### src/rtl/waterfall_pkg.sv
// Shared definitions for the waterfall display path: geometry defaults used by
// the FFT stage, this controller and the display driver, plus the write FSM
// state encoding. Optional feature macro: WATERFALL_CLEAR_EN (adds the CLEAR
// sweep state).
package waterfall_pkg;

  localparam int COLS   = 32;
  localparam int ROWS   = 16;
  localparam int DATA_W = 8;
  localparam int COL_W  = 5;
  localparam int ROW_W  = 4;
  localparam int ADDR_W = COL_W + ROW_W;

`ifdef WATERFALL_CLEAR_EN
  typedef enum logic [1:0] {
    FILL   = 2'd0,
    COMMIT = 2'd1,
    CLEAR  = 2'd2
  } wf_state_e;
`else
  typedef enum logic [1:0] {
    FILL   = 2'd0,
    COMMIT = 2'd1
  } wf_state_e;
`endif

endpackage

### src/rtl/waterfall_ctrl_row_map.sv
// Maps a pixel row age onto a physical BRAM row of the circular buffer and
// flags ages that have no committed row behind them yet.
module waterfall_ctrl_row_map
  import waterfall_pkg::*;
(
  input  logic [ROW_W-1:0] i_head,
  input  logic [ROW_W-1:0] i_pix_y,
  input  logic [ROW_W-1:0] i_rows_filled,
  output logic [ROW_W-1:0] o_row,
  output logic             o_blank
);

  // head is the row being filled; age 0 is the row just behind it. The
  // subtraction wraps naturally at ROW_W bits because ROWS is a power of two.
  assign o_row   = i_head - ROW_W'(1) - i_pix_y;
  assign o_blank = (i_pix_y >= i_rows_filled);

endmodule

### src/rtl/waterfall_ctrl.sv
// Waterfall controller: packs streamed FFT bins into rows of an external
// dual-port BRAM used as a circular buffer, and serves pixel lookups where
// y=0 is the newest completed row. The BRAM itself sits beside this block.
// Optional feature macro: WATERFALL_CLEAR_EN -- when defined, clear sweeps
// zeros through the whole BRAM; otherwise clear only resets the pointers.
module waterfall_ctrl
  import waterfall_pkg::*;
(
  input  logic              clk,
  input  logic              reset,
  input  logic [DATA_W-1:0] bin_data,
  input  logic              bin_valid,
  output logic              bin_ready,
  input  logic              freeze,
  input  logic              clear,
  input  logic              pix_req,
  input  logic [COL_W-1:0]  pix_x,
  input  logic [ROW_W-1:0]  pix_y,
  output logic              pix_valid,
  output logic [DATA_W-1:0] pix_data,
  output logic [ROW_W-1:0]  rows_filled,
  output logic              row_done,
  output logic [ADDR_W-1:0] mem_w_addr,
  output logic              mem_w_en,
  output logic [DATA_W-1:0] mem_d_in,
  output logic [ADDR_W-1:0] mem_r_addr,
  output logic              mem_r_en,
  input  logic [DATA_W-1:0] mem_d_out
);

  localparam logic [COL_W-1:0] COL_LAST = COL_W'(COLS - 1);
  localparam logic [ROW_W-1:0] ROW_LAST = ROW_W'(ROWS - 1);

  wf_state_e           r_state;
  wf_state_e           w_state_nxt;
  logic [ROW_W-1:0]    r_head;
  logic [COL_W-1:0]    r_col;
  logic [ROW_W-1:0]    r_rows_filled;
  logic                r_pix_valid;
  logic                r_blank;
  logic [ROW_W-1:0]    w_row;
  logic                w_blank;
  logic                w_bin_ready;
  logic                w_handshake;
  logic                w_w_en;
  logic [ADDR_W-1:0]   w_w_addr;
  logic [DATA_W-1:0]   w_d_in;
  logic                w_row_done;

`ifdef WATERFALL_CLEAR_EN
  localparam logic [ADDR_W-1:0] ADDR_LAST = ADDR_W'(ROWS * COLS - 1);
  logic [ADDR_W-1:0]   r_clr_addr;
`endif

  waterfall_ctrl_row_map u_row_map (
    .i_head        (r_head),
    .i_pix_y       (pix_y),
    .i_rows_filled (r_rows_filled),
    .o_row         (w_row),
    .o_blank       (w_blank)
  );

  // Write FSM state register.
  always_ff @(posedge clk or posedge reset) begin
    if (reset) begin
      r_state <= FILL;
    end else begin
      r_state <= w_state_nxt;
    end
  end

  // Next state and combinational write-port drive; clear overrides everything.
  always_comb begin
    w_state_nxt = r_state;
    w_bin_ready = 1'b0;
    w_handshake = 1'b0;
    w_w_en      = 1'b0;
    w_w_addr    = {ADDR_W{1'b0}};
    w_d_in      = {DATA_W{1'b0}};
    w_row_done  = 1'b0;
    case (r_state)
      FILL: begin
        w_bin_ready = ~freeze & ~clear;
        w_handshake = bin_valid & w_bin_ready;
        if (w_handshake) begin
          w_w_en   = 1'b1;
          w_w_addr = {r_head, r_col};
          w_d_in   = bin_data;
          if (r_col == COL_LAST) begin
            w_state_nxt = COMMIT;
          end else begin
            w_state_nxt = FILL;
          end
        end else begin
          w_state_nxt = FILL;
        end
      end
      COMMIT: begin
        // A coincident clear throws the row away, so it is not announced.
        w_row_done  = ~clear;
        w_state_nxt = FILL;
      end
`ifdef WATERFALL_CLEAR_EN
      CLEAR: begin
        if (clear) begin
          w_state_nxt = CLEAR;
        end else begin
          w_w_en   = 1'b1;
          w_w_addr = r_clr_addr;
          if (r_clr_addr == ADDR_LAST) begin
            w_state_nxt = FILL;
          end else begin
            w_state_nxt = CLEAR;
          end
        end
      end
`endif
      default: begin
        w_state_nxt = FILL;
      end
    endcase
    if (clear) begin
`ifdef WATERFALL_CLEAR_EN
      w_state_nxt = CLEAR;
`else
      w_state_nxt = FILL;
`endif
    end else begin
      w_state_nxt = w_state_nxt;
    end
  end

  // Row/column pointers and visible-row count; clear wipes the partial row.
  always_ff @(posedge clk or posedge reset) begin
    if (reset) begin
      r_head        <= {ROW_W{1'b0}};
      r_col         <= {COL_W{1'b0}};
      r_rows_filled <= {ROW_W{1'b0}};
    end else if (clear) begin
      r_head        <= {ROW_W{1'b0}};
      r_col         <= {COL_W{1'b0}};
      r_rows_filled <= {ROW_W{1'b0}};
    end else begin
      if (w_handshake) begin
        r_col <= r_col + COL_W'(1);
      end
      if (r_state == COMMIT) begin
        r_head <= r_head + ROW_W'(1);
        // The row at head is never readable, so at most ROWS-1 are visible.
        if (r_rows_filled != ROW_LAST) begin
          r_rows_filled <= r_rows_filled + ROW_W'(1);
        end
      end
    end
  end

`ifdef WATERFALL_CLEAR_EN
  // Sweep address for zeroing the BRAM; a new clear restarts it at 0.
  always_ff @(posedge clk or posedge reset) begin
    if (reset) begin
      r_clr_addr <= {ADDR_W{1'b0}};
    end else if (clear) begin
      r_clr_addr <= {ADDR_W{1'b0}};
    end else if (r_state == CLEAR) begin
      r_clr_addr <= r_clr_addr + ADDR_W'(1);
    end
  end
`endif

  // Read pipeline: remember request and blank decision for the BRAM latency.
  always_ff @(posedge clk or posedge reset) begin
    if (reset) begin
      r_pix_valid <= 1'b0;
      r_blank     <= 1'b0;
    end else begin
      r_pix_valid <= pix_req;
      r_blank     <= w_blank;
    end
  end

  assign bin_ready   = w_bin_ready;
  assign row_done    = w_row_done;
  assign rows_filled = r_rows_filled;
  assign mem_w_en    = w_w_en;
  assign mem_w_addr  = w_w_addr;
  assign mem_d_in    = w_d_in;
  assign mem_r_en    = pix_req;
  assign mem_r_addr  = pix_req ? {w_row, pix_x} : {ADDR_W{1'b0}};
  assign pix_valid   = r_pix_valid;
  assign pix_data    = (r_pix_valid && !r_blank) ? mem_d_out : {DATA_W{1'b0}};

endmodule

### config.mk
export PLATFORM = sky130hd
export DESIGN_NAME = waterfall_ctrl
export DESIGN_NICKNAME = d
export VERILOG_FILES = /design/src/rtl/waterfall_pkg.sv /design/src/rtl/waterfall_ctrl_row_map.sv /design/src/rtl/waterfall_ctrl.sv
export SDC_FILE = /design/constraint.sdc
export NUM_CORES = 1
export LEC_CHECK = 0
export CELL_PAD_IN_SITES_DETAIL_PLACEMENT = 2
export CELL_PAD_IN_SITES_GLOBAL_PLACEMENT = 2
export CORE_MARGIN = 2
export CORE_UTILIZATION = 21
export CTS_CLUSTER_DIAMETER = 50
export CTS_CLUSTER_SIZE = 28
export DETAILED_ROUTE_END_ITERATION = 8
export PLACE_DENSITY = 0.95
export SLEW_MARGIN = 20
export SYNTH_ARGS = -nofsm -noshare
export SYNTH_HDL_FRONTEND = slang
export SYNTH_SLANG_ARGS = --single-unit
### constraint.sdc
create_clock -name clk -period 3.77 [get_ports clk]
set_input_delay 0.754 -clock clk [delete_from_list [all_inputs] [get_ports clk]]
set_output_delay 0.754 -clock clk [all_outputs]
set_load 0.01 [all_outputs]
==> results of run 1 <==
[where the power goes]
part | switching, W | internal, W | total, W | leakage (nW)
Clock | 0.0000619 | 0.0000927 | 0.000155 | 0.0288
Combinational | 0.0000366 | 0.0000609 | 0.0000976 | 0.625
Sequential | 0.00000164 | 0.000174 | 0.000176 | 0.217
[cells in the final DEF (no fill, tap or decap), drive strengths merged]
cell / netlist / layout
a211oi: 2 / 2
a21oi: 4 / 4
a31oi: 1 / 1
and2: 32 / 32
and3: 1 / 1
buf: 4 / 3
clkbuf: 2 / 4
clkdlybuf4s50: 0 / 73
dfrtp: 16 / 16
fa: 1 / 1
ha: 11 / 11
inv: 11 / 11
mux2: 1 / 1
mux2i: 4 / 4
nand2: 6 / 6
nand2b: 7 / 7
nand3: 2 / 2
nand4: 3 / 3
nor2: 9 / 9
nor2b: 2 / 2
nor3: 3 / 3
nor3b: 1 / 1
nor4b: 1 / 1
o21ai: 3 / 3
xnor2: 2 / 2
xor2: 4 / 4
[cell type report]
| class | count | area share [%] |
|---|---|---|
| well taps | 72 | 4.390 |
| clock buffers | 4 | 2.683 |
| inverters | 11 | 2.012 |
| repair buffers | 76 | 36.71 |
| multi-input cells | 100 | 34.70 |
| flip-flops and latches | 16 | 19.51 |
[routing by layer]
layer	up-vias	track usage, %	wire (µm)
met4	0	2.586	30
met5	-	0	0
met3	2	3.167	163
met2	32	25.08	2250
met1	575	16.61	1741
li1	576	-	-
[metrics by stage]
step / instances / instance area (µm²) / total power (W) / hold WS (ns) / setup slack (ns)
floorplan: 133 / 1194 / 0.0002130 / 0.4518 / 1.315
global placement: 275 / 1997 / 0.0002735 / 0.4910 / 0.4110
detailed placement: 275 / 1997 / 0.0002782 / 0.5230 / 0.3187
CTS: 279 / 2052 / 0.0004349 / 0.5290 / 0.3236
global route: 279 / 2052 / 0.0004505 / 0.5477 / 0.2302
finish: 279 / 2052 / 0.0004277 / 0.5213 / 0.3456
[flip-flops by register name (all words and copies together), names as in the netlist]
register	flops
r_blank	1
rows_filled	4
r_state	1
r_col	5
pix_valid	1
r_head	4
[critical path, delay by kind of cell]
kind                     cells  cell delay, ns
adder cells (fa/ha/maj)      1            0.33
buffers and inverters        3            1.12
AND/OR/NAND/NOR              1            0.18
AO/OA/AOI/OAI                2            0.29
[cells by family (layout without fill, tap and decap cells)]
logic type      Yosys count  after routing
buf+inv                  17             91
fa+ha+maj                12             12
xor+xnor                  6              6
flops                    16             16
simple gates             67             67
compound gates           10             10
mux                       5              5
[worst paths after layout]
| check | from | end |
|---|---|---|
| worst min-delay path | r_col[3] | r_col[3] |
| max in group asynchronous | reset | r_col[1] |
| worst min register to register | r_col[3] | r_col[3] |
| min in group asynchronous | reset | rows_filled[0] |
| worst max register to register | r_state[0] | rows_filled[0] |
| worst max-delay path | pix_y[2] | mem_r_addr[8] |
==> flow_metrics.env, run 1 <==
export IMPL_area_delta_synth_final_pct=71.91
export IMPL_reg2reg_depth=3
export IMPL_antenna_left=0
export IMPL_p_leak_nw=0.8708
export IMPL_cts_hold_buffers=0
export IMPL_cts_buffers=3
export IMPL_start_util_pct=21.68
export IMPL_grt_pass1_wl_um=6762
export IMPL_cts_path_max_buffers=2
export IMPL_arrival_ns=2.67
export IMPL_hpwlAfterDp_um=3460
export IMPL_skew_ns=0.002790
export IMPL_hold_depth=1
export IMPL_synthTopCellsByCount="and2_1, dfrtp_1, ha_1, inv_1, nor2_1"
export IMPL_synth_compound_area_share_pct=4.717
export IMPL_yosys_area_share_simple_pct=33.02
export IMPL_multi_input_area_um2=711.9
export IMPL_yosysTopAreaCell="dfrtp_1"
export IMPL_diodes=0
export IMPL_drt_iter0_markers=42
export IMPL_final_net_count=251
export IMPL_clk_pin_slew_ns=0.06
export IMPL_cts_root_buf="clkbuf_8"
export IMPL_critPathSlowestCell="clkdlybuf4s50_1"
export IMPL_synth_seq_cells=16
export IMPL_synthAdderAreaFrac_pct=13.21
export IMPL_relSlewSlack_pct=55.89
export IMPL_outcome="completed"
export IMPL_async_flop_share_pct=100.0
export IMPL_path_cells="clkdlybuf4s50_1, inv_1, ha_1, a21oi_1, a21oi_1, nor3b_1, clkdlybuf4s50_1"
export IMPL_grt_overflow=0
export IMPL_worstMarginPinSlew_ns=0.6609
export IMPL_cp_required_ns=3.02
export IMPL_synth_cells=133
export IMPL_first_pass_iters=4
export IMPL_drive_gt1_share_pct=4.348
export IMPL_synth_edf_count=0
export IMPL_synth_xor_area_share_pct=4.403
export IMPL_antenna_found_initial=0
export IMPL_ys_warn_count=0
export IMPL_synth_seq_area_share_pct=33.54
export IMPL_synth_top_family_by_area="simple AND/OR/NAND/NOR gates"
export IMPL_io_pin_count=74
export IMPL_final_core_util_pct=37.26
export IMPL_die_area_um2=6303
export IMPL_drc=0
export IMPL_wl_um=4186
export IMPL_io_buffers=73
export IMPL_synth_top_cell_area_share_pct=33.54
export IMPL_rsz0062_at_grt="false"
export IMPL_via_per_inst=4.247
export IMPL_cp_max_fo=3
export IMPL_die_y_um=79.39
export IMPL_synth_area_um2=1194
export IMPL_startpoint_type="input pin"
export IMPL_muxShareOfSynthArea_pct=4.298
export IMPL_cp_end_kind="output pin"
export IMPL_rows=27
export IMPL_hold_viol=0
export IMPL_fill_cells=609
export IMPL_register_area_um2=400.4
export IMPL_max_freq_mhz=292.0
export IMPL_reg2reg_slack_ns=2.28
export IMPL_wl_per_cell_um=15.00
export IMPL_cts_tree="yes"
export IMPL_drv_slew=0
export IMPL_htree_levels=1
export IMPL_synth_most_common_cell="and2_1"
export IMPL_clk_latency_ns=0.25
export IMPL_synth_cell_types=28
export IMPL_setup_violations=0
export IMPL_synth_area_top_cells="dfrtp_1, and2_1, ha_1"
export IMPL_grt_pass1_vias=1298
export IMPL_gp_congestion=0.7154
export IMPL_core_area_um2=5507
export IMPL_powerDensity_nw_per_um2=208.5
export IMPL_drv_cap=0
export IMPL_ir_drop_uv=139.0
export IMPL_synth_area_per_cell_um2=8.975
export IMPL_hp_class="reg2reg"
export IMPL_ys_flop_type="dfrtp_1"
export IMPL_grt_usage_pct=13.78
export IMPL_die_w_um=79.39
export IMPL_cts_sinks=16
export IMPL_synth_fp_nets=176
export IMPL_path_class="in2out"
export IMPL_post_cts_buffers=0
export IMPL_vias=1185
export IMPL_timing_final_crit_share_pct=90.83
export IMPL_grt_start_max_net_pins=18
export IMPL_fin_crit_ns=3.424
export IMPL_crit_path_max_incr_delay_ns=0.58
export IMPL_setup_tns_final_ns=0
export IMPL_cts_resized=0
(Power assumes the default switching activity.)
==> inputs of run 2 (changes only) <==
--- a/config.mk
+++ b/config.mk
@@ -12,6 +12,7 @@
 export CTS_CLUSTER_DIAMETER = 50
 export CTS_CLUSTER_SIZE = 28
 export DETAILED_ROUTE_END_ITERATION = 8
+export GPL_TIMING_DRIVEN = 0
 export PLACE_DENSITY = 0.95
 export SLEW_MARGIN = 20
 export SYNTH_ARGS = -nofsm -noshare
==> run 2 against run 1 <==
  * Critical path depth shrank 2
  * Combinational power increased by 0.8%
  * Die area unchanged
  * Critical path type unchanged
==> flow_metrics.env, run 2 (synthesized netlist as in run 1, its figures left out) <==
export IMPL_via_per_inst=4.354
export IMPL_worstMarginPinSlew_ns=0.6582
export IMPL_top_layer_used="met4"
export IMPL_grt_pass1_vias=1347
export IMPL_drv_slew=0
export IMPL_final_core_util_pct=37.15
export IMPL_start_util_pct=21.68
export IMPL_powerDensity_nw_per_um2=197.7
export IMPL_crit_path_max_incr_delay_ns=0.54
export IMPL_path_cells="clkdlybuf4s50_1, nor4b_4, clkbuf_2, and2_1, clkdlybuf4s50_1"
export IMPL_max_freq_mhz=287.9
export IMPL_p_leak_nw=0.8717
export IMPL_outcome="completed"
export IMPL_ir_drop_uv=114.6
export IMPL_cts_buffers=3
export IMPL_cp_end_kind="output pin"
export IMPL_core_area_um2=5507
export IMPL_final_net_count=253
export IMPL_fin_area_um2=2046
export IMPL_hpwlAfterDp_um=3391
export IMPL_cp_common_cell="clkdlybuf4s50_1"
export IMPL_route_met3_wl_um=165
export IMPL_cts_root_buf="clkbuf_8"
export IMPL_startpoint_type="input pin"
export IMPL_drive_gt1_share_pct=4.808
export IMPL_io_pin_count=74
export IMPL_post_cts_buffers=0
export IMPL_die_w_um=79.39
export IMPL_vias=1219
export IMPL_grt_overflow=0
export IMPL_diodes=0
export IMPL_rsz0062_at_grt="false"
export IMPL_final_common_cell="clkdlybuf4s50_1"
export IMPL_hold_viol=0
export IMPL_timing_final_crit_share_pct=92.14
export IMPL_wirelength_met1_um=1714
export IMPL_clk_latency_ns=0.25
export IMPL_wl_um=4120
export IMPL_drc=0
export IMPL_cts_resized=0
export IMPL_hp_class="reg2reg"
export IMPL_critPathSlowestCell="clkdlybuf4s50_1"
export IMPL_mostFrequentLayoutCells="clkdlybuf4s50_1, and2_1, dfrtp_1"
export IMPL_cts_sinks=16
export IMPL_cts_hold_buffers=0
export IMPL_area_delta_synth_final_pct=71.38
export IMPL_first_pass_iters=3
export IMPL_drv_cap=0
export IMPL_skew_ns=0.005682
export IMPL_grt_usage_pct=12.85
export IMPL_grt_start_max_net_pins=17
export IMPL_path_delay_family="buffers and inverters"
export IMPL_top_register="r_col"
export IMPL_cts_path_max_buffers=2
export IMPL_rows=27
export IMPL_drt_iter0_markers=8
export IMPL_setup_violations=0
export IMPL_path_buf_inv=3
export IMPL_htree_levels=1
export IMPL_largest_reg_flops=5
export IMPL_gp_congestion=0.7187
export IMPL_setup_tns_final_ns=0
export IMPL_postPlaceCellArea_um2=2004
export IMPL_grt_pass1_wl_um=6520
export IMPL_cts_tree="yes"
export IMPL_total_power_w=0.0004044
export IMPL_antenna_left=0
export IMPL_fin_crit_ns=3.474
export IMPL_path_class="in2out"
export IMPL_relSlewSlack_pct=56.07
export IMPL_arrival_ns=2.72
export IMPL_wl_per_cell_um=14.71
export IMPL_die_y_um=79.39
export IMPL_clk_pin_slew_ns=0.07
export IMPL_cp_max_fo=10
export IMPL_die_area_um2=6303
export IMPL_io_buffers=72
export IMPL_antenna_found_initial=0
export IMPL_cp_required_ns=3.02
export IMPL_wl_met2_um=2211
-- run 2: path summary, 6_finish.rpt --
check                               start        endpoint  slack [ns]  cells past startpoint
hold reg to reg                  r_col[3]        r_col[3]        0.51                      1
min in group asynchronous           reset        r_col[2]        0.90                      2
hold / removal                   r_col[3]        r_col[3]        0.51                      1
max in group asynchronous           reset  rows_filled[0]        2.45                      2
setup / recovery                   freeze   mem_w_addr[1]        0.30                      5
setup reg to reg           rows_filled[0]  rows_filled[0]        2.26                      3
-- run 2: worst register-to-register path: stages (launching register included) --
cell,delay (ns)
dfrtp_1,0.45
ha_1,0.27
a31oi_1,0.30
mux2_2,0.38
-- run 2: area by class of cell --
class | instances | area [µm²]
Multi-Input combinational cell | 100 | 711.9
Timing Repair Buffer | 72 | 720.7
Tap cell | 72 | 90.09
Sequential cell | 16 | 400.4
Fill cell | 620 | 3461
Buffer | 6 | 40.04
Inverter | 11 | 41.29
Clock buffer | 3 | 41.29
-- run 2: routing by layer --
layer	up-vias	track usage, %
met5	-	0
li1	580	-
met4	0	3.103
met1	609	15.50
met3	2	1.923
met2	28	23.81
-- run 2: metrics by stage --
step	cells	worst slack, ns	hold slack [ns]
floorplan	133	1.315	0.4518
global placement	277	0.3069	0.4832
detailed placement	277	0.2816	0.5045
CTS	280	0.2436	0.5146
global route	280	0.1808	0.5481
finish	280	0.2965	0.5100
-- run 2: where the power goes --
group | switching, W | leakage [nW] | total (W) | internal, W
registers | 0.00000174 | 0.217 | 0.000176 | 0.000174
clock network | 0.0000595 | 0.0216 | 0.000130 | 0.0000708
logic | 0.0000373 | 0.633 | 0.0000984 | 0.0000612
total | 0.0000985 | 0.872 | 0.000404 | 0.000306
